## src/rtl/config_loader.sv

```systemverilog
// config_loader: configuration master for the tile array.
// Takes (address, data) write records from a valid/ready word stream.
// Each write is presented on config_addr/config_data for HOLD_CYCLES cycles.
// Between writes the bus is parked on IDLE_ADDR, which no tile decodes.
// Optional feature macro: CONFIG_LOADER_CHECKSUM_EN. When it is defined, a
// trailer word must equal the XOR of the header, address and data words.
module config_loader #(
    parameter logic [31:0] IDLE_ADDR   = 32'hFFFF_FFFF,
    parameter int unsigned HOLD_CYCLES = 1,
    parameter logic [15:0] MAGIC       = 16'hC0F1
) (
    input  logic        clk,
    input  logic        reset,
    input  logic        start,
    input  logic [31:0] in_data,
    input  logic        in_valid,
    output logic        in_ready,
    output logic [31:0] config_addr,
    output logic [31:0] config_data,
    output logic        busy,
    output logic        done,
    output logic        error,
    output logic [15:0] write_count
);

    typedef enum logic [2:0] {
        S_IDLE,
        S_HEADER,
        S_ADDR,
        S_DATA,
        S_DRIVE,
        S_FINISH,
        S_ERR
    } state_t;

    localparam logic [3:0] HOLD_LOAD = 4'(HOLD_CYCLES - 1);

    state_t      state_q, state_d;
    logic [31:0] addr_q, addr_d;
    logic [31:0] data_q, data_d;
    logic [31:0] pend_q, pend_d;
    logic [15:0] remaining_q, remaining_d;
    logic [3:0]  hold_q, hold_d;
    logic        done_q, done_d;
    logic        error_q, error_d;
    logic [15:0] wcnt_q, wcnt_d;
    logic        xfer;
`ifdef CONFIG_LOADER_CHECKSUM_EN
    logic [31:0] csum_q, csum_d;
`endif

    // Next-state, handshake and bus update logic
    always_comb begin
        state_d     = state_q;
        addr_d      = addr_q;
        data_d      = data_q;
        pend_d      = pend_q;
        remaining_d = remaining_q;
        hold_d      = hold_q;
        done_d      = done_q;
        error_d     = error_q;
        wcnt_d      = wcnt_q;
`ifdef CONFIG_LOADER_CHECKSUM_EN
        csum_d      = csum_q;
`endif
        in_ready    = 1'b0;
        xfer        = 1'b0;

        case (state_q)
            S_IDLE: begin
                if (start) begin
                    done_d  = 1'b0;
                    error_d = 1'b0;
                    wcnt_d  = '0;
`ifdef CONFIG_LOADER_CHECKSUM_EN
                    csum_d  = '0;
`endif
                    state_d = S_HEADER;
                end
            end
            S_HEADER: begin
                in_ready = 1'b1;
                xfer     = in_valid;
                if (xfer) begin
                    remaining_d = in_data[15:0];
`ifdef CONFIG_LOADER_CHECKSUM_EN
                    csum_d      = csum_q ^ in_data;
`endif
                    if (in_data[31:16] != MAGIC)  state_d = S_ERR;
                    else if (in_data[15:0] == '0) state_d = S_FINISH;
                    else                          state_d = S_ADDR;
                end
            end
            S_ADDR: begin
                in_ready = 1'b1;
                xfer     = in_valid;
                if (xfer) begin
                    pend_d  = in_data;
`ifdef CONFIG_LOADER_CHECKSUM_EN
                    csum_d  = csum_q ^ in_data;
`endif
                    state_d = (in_data == IDLE_ADDR) ? S_ERR : S_DATA;
                end
            end
            S_DATA: begin
                in_ready = 1'b1;
                xfer     = in_valid;
                if (xfer) begin
                    addr_d      = pend_q;
                    data_d      = in_data;
                    hold_d      = HOLD_LOAD;
                    wcnt_d      = wcnt_q + 16'd1;
                    remaining_d = remaining_q - 16'd1;
`ifdef CONFIG_LOADER_CHECKSUM_EN
                    csum_d      = csum_q ^ in_data;
`endif
                    state_d     = S_DRIVE;
                end
            end
            S_DRIVE: begin
                if (hold_q == '0) begin
                    addr_d  = IDLE_ADDR;
                    data_d  = '0;
                    state_d = (remaining_q != '0) ? S_ADDR : S_FINISH;
                end else begin
                    hold_d = hold_q - 4'd1;
                end
            end
            S_FINISH: begin
`ifdef CONFIG_LOADER_CHECKSUM_EN
                in_ready = 1'b1;
                xfer     = in_valid;
                if (xfer) begin
                    if (in_data == csum_q) done_d = 1'b1;
                    else                   error_d = 1'b1;
                    state_d = S_IDLE;
                end
`else
                done_d  = 1'b1;
                state_d = S_IDLE;
`endif
            end
            S_ERR: begin
                error_d = 1'b1;
                addr_d  = IDLE_ADDR;
                data_d  = '0;
                state_d = S_IDLE;
            end
            default: begin
                addr_d  = IDLE_ADDR;
                data_d  = '0;
                state_d = S_IDLE;
            end
        endcase
    end

    // State and registered outputs; reset parks the bus immediately
    always_ff @(posedge clk or negedge reset) begin
        if (!reset) begin
            state_q     <= S_IDLE;
            addr_q      <= IDLE_ADDR;
            data_q      <= '0;
            pend_q      <= '0;
            remaining_q <= '0;
            hold_q      <= '0;
            done_q      <= 1'b0;
            error_q     <= 1'b0;
            wcnt_q      <= '0;
`ifdef CONFIG_LOADER_CHECKSUM_EN
            csum_q      <= '0;
`endif
        end else begin
            state_q     <= state_d;
            addr_q      <= addr_d;
            data_q      <= data_d;
            pend_q      <= pend_d;
            remaining_q <= remaining_d;
            hold_q      <= hold_d;
            done_q      <= done_d;
            error_q     <= error_d;
            wcnt_q      <= wcnt_d;
`ifdef CONFIG_LOADER_CHECKSUM_EN
            csum_q      <= csum_d;
`endif
        end
    end

    assign config_addr = addr_q;
    assign config_data = data_q;
    assign busy        = (state_q != S_IDLE);
    assign done        = done_q;
    assign error       = error_q;
    assign write_count = wcnt_q;

endmodule

```

## config.mk

```make
export PLATFORM = sky130hd
export DESIGN_NAME = config_loader
export DESIGN_NICKNAME = d
export VERILOG_FILES = /design/src/rtl/config_loader.sv
export SDC_FILE = /design/constraint.sdc
export NUM_CORES = 1
export LEC_CHECK = 0
export CAP_MARGIN = 20
export CORE_MARGIN = 2
export CORE_UTILIZATION = 52
export DETAILED_ROUTE_END_ITERATION = 10
export PLACE_DENSITY = 0.86
export SLEW_MARGIN = 20
export SYNTH_ARGS = -nofsm -noshare
export SYNTH_HDL_FRONTEND = slang
export SYNTH_SLANG_ARGS = --single-unit
export TNS_END_PERCENT = 100
```

## constraint.sdc

```tcl
create_clock -name clk -period 2.78 [get_ports clk]
set_clock_uncertainty 0.15 [all_clocks]
set_input_delay 0.556 -clock clk [delete_from_list [all_inputs] [get_ports clk]]
set_output_delay 0.556 -clock clk [all_outputs]
set_load 0.1 [all_outputs]
```

# --- Yosys cells after proc, flatten, opt, wreduce, memory -nomap -nowiden ---
# Index checks and enable logic that the tools add are counted.
word_totals:
  regBits: 137
  latchBits: 0
  ram_bits: 0
  romBits: 0
  out_inout_bits: 84
  word_cells: 76
  memories: 0
op_classes:
  n_addsub: 3
  multipliers: 0
  n_div: 0
  magnitude_cmp: 0
  n_eq_ne: 14
  shifts: 0
  muxes: 29
  n_bitwise: 1
  reduce_logical: 20
op_table:
  columns: ["operator", "n"]
  rows:
  - ["$pmux W32 S3", 2]
  - ["$mux W32", 4]
  - ["$mux W16", 4]
  - ["$pmux W16 S2", 2]
  - ["$eq A32 B32 Y1 const B", 1]
  - ["$mux W3", 9]
  - ["$add A16 B1 Y16 const B", 1]
  - ["$logic_not A16 Y1", 1]
  - ["$ne A16 B16 Y1 const B", 1]
  - ["$reduce_bool A16 Y1", 1]
  - ["$sub A16 B1 Y16 const B", 1]
  - ["$pmux W3 S5", 1]
  - ["$ne A2 B2 Y1 const B", 6]
  - ["$reduce_and A3 Y1", 4]
  - ["$reduce_bool A2 Y1", 5]
  - ["$eq A3 B3 Y1 const B", 3]
  - ["$mux W4", 2]
  - ["$pmux W4 S2", 1]
  - ["$eq A3 B2 Y1 const B", 2]
  - ["$reduce_and A2 Y1", 3]
  - ["$reduce_and A5 Y1", 1]
  - ["$logic_not A4 Y1", 1]
  - ["$pmux W1 S2", 2]
  - ["$reduce_or A4 Y1", 1]
  - ["7 further kinds", 8]

# --- Depth between registers and ports, before layout ---
# Gate-level depths: netlist of the first run.
logic_depth:
  word_depth: 5
  mapped_depth: 10

# --- Least setup slack after synthesis of the first run ---
# OpenSTA, ideal clock, no wires.
synth_path:
  kind: "register -> output"
  startpoint: "register state_q[2]"
  endpoint: "output in_ready"
  arrival_ps: 1978
  required_ps: 2074
  slack_ps: 96
  stages_incl_launch_ff: 3
  path_buffers: 1
  cell_sequence: "dfrtp_1 -> clkbuf_1 -> nor2_1"
synth_between:
  elab_chain_cells: 3
  elab_cells_between_ends: 5
synth_rtl:
  columns: ["element", "line_no", "rtl"]
  rows:
  - ["start, declared", "38", "state_t state_q, state_d;"]
  - ["start signal, assigned", "173", "state_q <= state_d;"]
  - ["$eq A3 B2 Y1 / $eq A3 B1 Y1 (equally long branches)", "69", "case (state_q)"]
  - ["$reduce_or A3 Y1 (no source line) *", null, null]
  - ["$mux W1 *", "69", null]
  - ["end, declared", "17", "output logic in_ready,"]
# Mark *: on every way between the ends. The rest lies on a longest branch, timed or not.

# --- Final worst setup path of the first run ---
layout_path:
  startpoint: "register state_q[0]"
  endpoint: "output in_ready"
# Same word-level chain as after synthesis.

==> impl_metrics.ini, run 1 <==
[status]
status = complete, no violations

[final_layout]
syn2layout_area_growth_pct = 30.5
final_util = 0.702
nFillCells = 832
multiInputGateArea_um2 = 2560
regArea_um2 = 3470
diodes = 0
drive_gt1_frac = 0.283
fin_nets = 804

[sta]
tightest_slew_ns = 0.654
finalCritPeriodShare = 0.888
setup_viol = 0
fmax_ghz = 0.405
fin_setup_tns_ns = 0
hold_violations = 0
slew_violations = 0
rsz0062_at_grt = false
whs_ns = 0.328
min_period_ns = 2.47
slew_headroom = 0.560

[grt]
track_usage = 0.274
first_global_vias = 5407
grt_max_degree = 85
antenna_found_initial = 0
grt_pass1_wl_um = 27500
overflow = 0

[floorplanning]
initial_core_util = 0.538
fp-row-count = 39
die_area_um2 = 12900
die_y_um = 113
coreArea_um2 = 11600
boundaryPins = 120
die_w_um = 113

[place]
dp_hpwl_um = 11400
io_buffers = 119
gp_congestion = 0.847

[min_path]
hp-class = flop to flop
hp-start = config_addr[2]

[route]
viasPerCell = 5.89
num_vias = 5426
drtAntennaViolNets = 0
totalWireLength_um = 16900
drcViolationCount = 0
first_iter_violations = 478
route.detailed.wl_per_inst_um = 18.3
drtPass1Iterations = 5

[yosys]
synth-seq-area-share = 0.558
synth_flop_cell = dfrtp_1
yosysWarnings = 0
synthTopCellsByCount = 126 x nand2_1, 105 x dfrtp_1, 81 x o21ai_0, 60 x nor2_1, 33 x mux2_2
synthCells = 637
ys_top_cells_by_area = dfrtp_1 42%, dfstp_2 14%, nand2_1 7.6%
synth-async-reset-ratio = 1.00
syn-cell-area_um2 = 6220
yosys.area.top_type_share = 0.422
syn_nets = 676
yosysTopAreaCell = dfrtp_1
synth-seq-cells = 137
synth-edff-count = 0
synth_cell_types = 53
yosysMostFrequentCell = nand2_1
avgSynthCellArea_um2 = 9.76

[power_and_ir_drop]
seqPwrFrac = 0.309
switching_share = 0.491
ir_drop_mv = 1.21
p_clk_frac = 0.206
p_leak_uw = 0.00359
combinationalPowerShare = 0.485
internal_power_uw = 5770
p_per_area_nw_per_um2 = 1400
p_switching_uw = 5560

[cts]
cts_hold_buf = 1
clk_pin_slew_ns = 0.06
cts_tree = yes
cts_num_sinks = 137
cts_resized = 0
cts_inserted_buffers = 17
root_buffer = clkbuf_16
cts_buffer_depth = 2
htree_levels = 4
post-cts-setup-buffers = 0
clock_latency_ns = 0.43

[setup_path]
required_ns = 2.07
cp_max_fo = 14
cp-end-kind = output pin
critPathKind = flop to output pin
crit_start = state_q[0]
timing.rr.start = state_q[0]
start_kind = flop
cp.arrival_ns = 1.76

[job]
maxCapViolations = 0
## critical path, cell delays in order (launching register included)
cell and delay [ns]:
dfrtp_1 0.64, nor2_1 0.13, buf_4 0.19, nor2_1 0.18
buf_12 0.20
## power groups by stage
stage          Clock (uW)  Sequential [uW]  Combinational [uW]
6_report             2340             3500                5490
5_1_grt              2450             3580                5800
4_1_cts              2360             3480                5510
3_5_place_dp            0             3490                5470
3_3_place_gp            0             3450                5330
2_1_floorplan           0             5920                1750
## sequential cells by signal, summed over array words and instances, names as in the netlist
register,flops
hold_q,4
pend_q,32
done,1
error,1
config_addr,32
state_q,3
remaining_q,16
config_data,32
write_count,16
## layer usage
layer	wire, um	share of wire	vias to the layer above	GRT usage
met5	0	0	-	0
met4	523	0.031	0	0.130
met3	1010	0.060	47	0.0589
met2	8320	0.49	223	0.442
met1	7010	0.42	2701	0.356
li1	-	-	2455	-
## worst paths after layout
path	to	slack (ns)	cells after the start
worst min-delay path	config_addr[2]	0.33	2
worst max register to register	write_count[11]	0.44	5
worst min register to register	config_addr[2]	0.33	2
max in group asynchronous	config_addr[7]	1.16	3
worst max-delay path	in_ready	0.31	4
min in group asynchronous	write_count[13]	0.53	2
## kinds of logic (layout without fill, tap and decap cells)
group / after synthesis / in the layout / share of synthesized area
AO/OA/AOI/OAI: 142 / 142 / 0.135
adder cells (fa/ha/maj): 3 / 3 / 0.00604
AND/OR/NAND/NOR: 261 / 261 / 0.187
flip-flops: 137 / 137 / 0.558
buffers and inverters: 47 / 188 / 0.0348
XOR/XNOR: 14 / 14 / 0.0197
multiplexers: 33 / 33 / 0.0597
## cells in the final DEF, fill, tap and decap left out, types with 4 or more instances in the layout
cell             netlist  final
nor4_1                 7      7
buf_12                 0      5
dfstp_2               32     32
nand3_1               14     13
o32ai_1                5      5
o21ai_0               81     81
mux2_2                33     33
buf_4                  3    107
a21oi_1               30     30
clkbuf_16              0     17
nor2_1                60     59
nor3_1                 9      8
dfrtp_1              105    105
clkdlybuf4s50_1        0     34
inv_1                  8      8
a31oi_1                4      4
and3_1                 5      5
xnor2_1                4      4
xor2_1                10     10
nand2_1              126    126
nand4_1               14     14
## layout make-up
| class | instances | area share |
|---|---|---|
| Sequential cell | 137 | 0.427 |
| Tap cell | 143 | 0.0220 |
| Multi-Input combinational cell | 453 | 0.315 |
| Timing Repair Buffer | 148 | 0.156 |
| Inverter | 8 | 0.00370 |
| Clock buffer | 22 | 0.0584 |
| Clock inverter | 10 | 0.0173 |
## per-stage QoR
stage | worst slack, ns | cell area (um^2) | cells | power [uW]
2_1_floorplan | 0.0956 | 6220 | 637 | 7670
3_3_place_gp | 0.141 | 7490 | 888 | 8780
3_5_place_dp | 0.0456 | 7490 | 888 | 8960
4_1_cts | 0.323 | 8120 | 921 | 11400
5_1_grt | 0.227 | 8120 | 921 | 11800
6_report | 0.312 | 8120 | 921 | 11300
(Power assumes the default switching activity.)
==> run 2, diff against run 1 <==
--- a/config.mk
+++ b/config.mk
@@ -10,7 +10,7 @@
 export CORE_UTILIZATION = 52
 export DETAILED_ROUTE_END_ITERATION = 10
 export PLACE_DENSITY = 0.86
-export SLEW_MARGIN = 20
+export SLEW_MARGIN = 10
 export SYNTH_ARGS = -nofsm -noshare
 export SYNTH_HDL_FRONTEND = slang
 export SYNTH_SLANG_ARGS = --single-unit
==> results of run 2 <==
The final DEF is identical to that of run 1; final timing and power are the same.
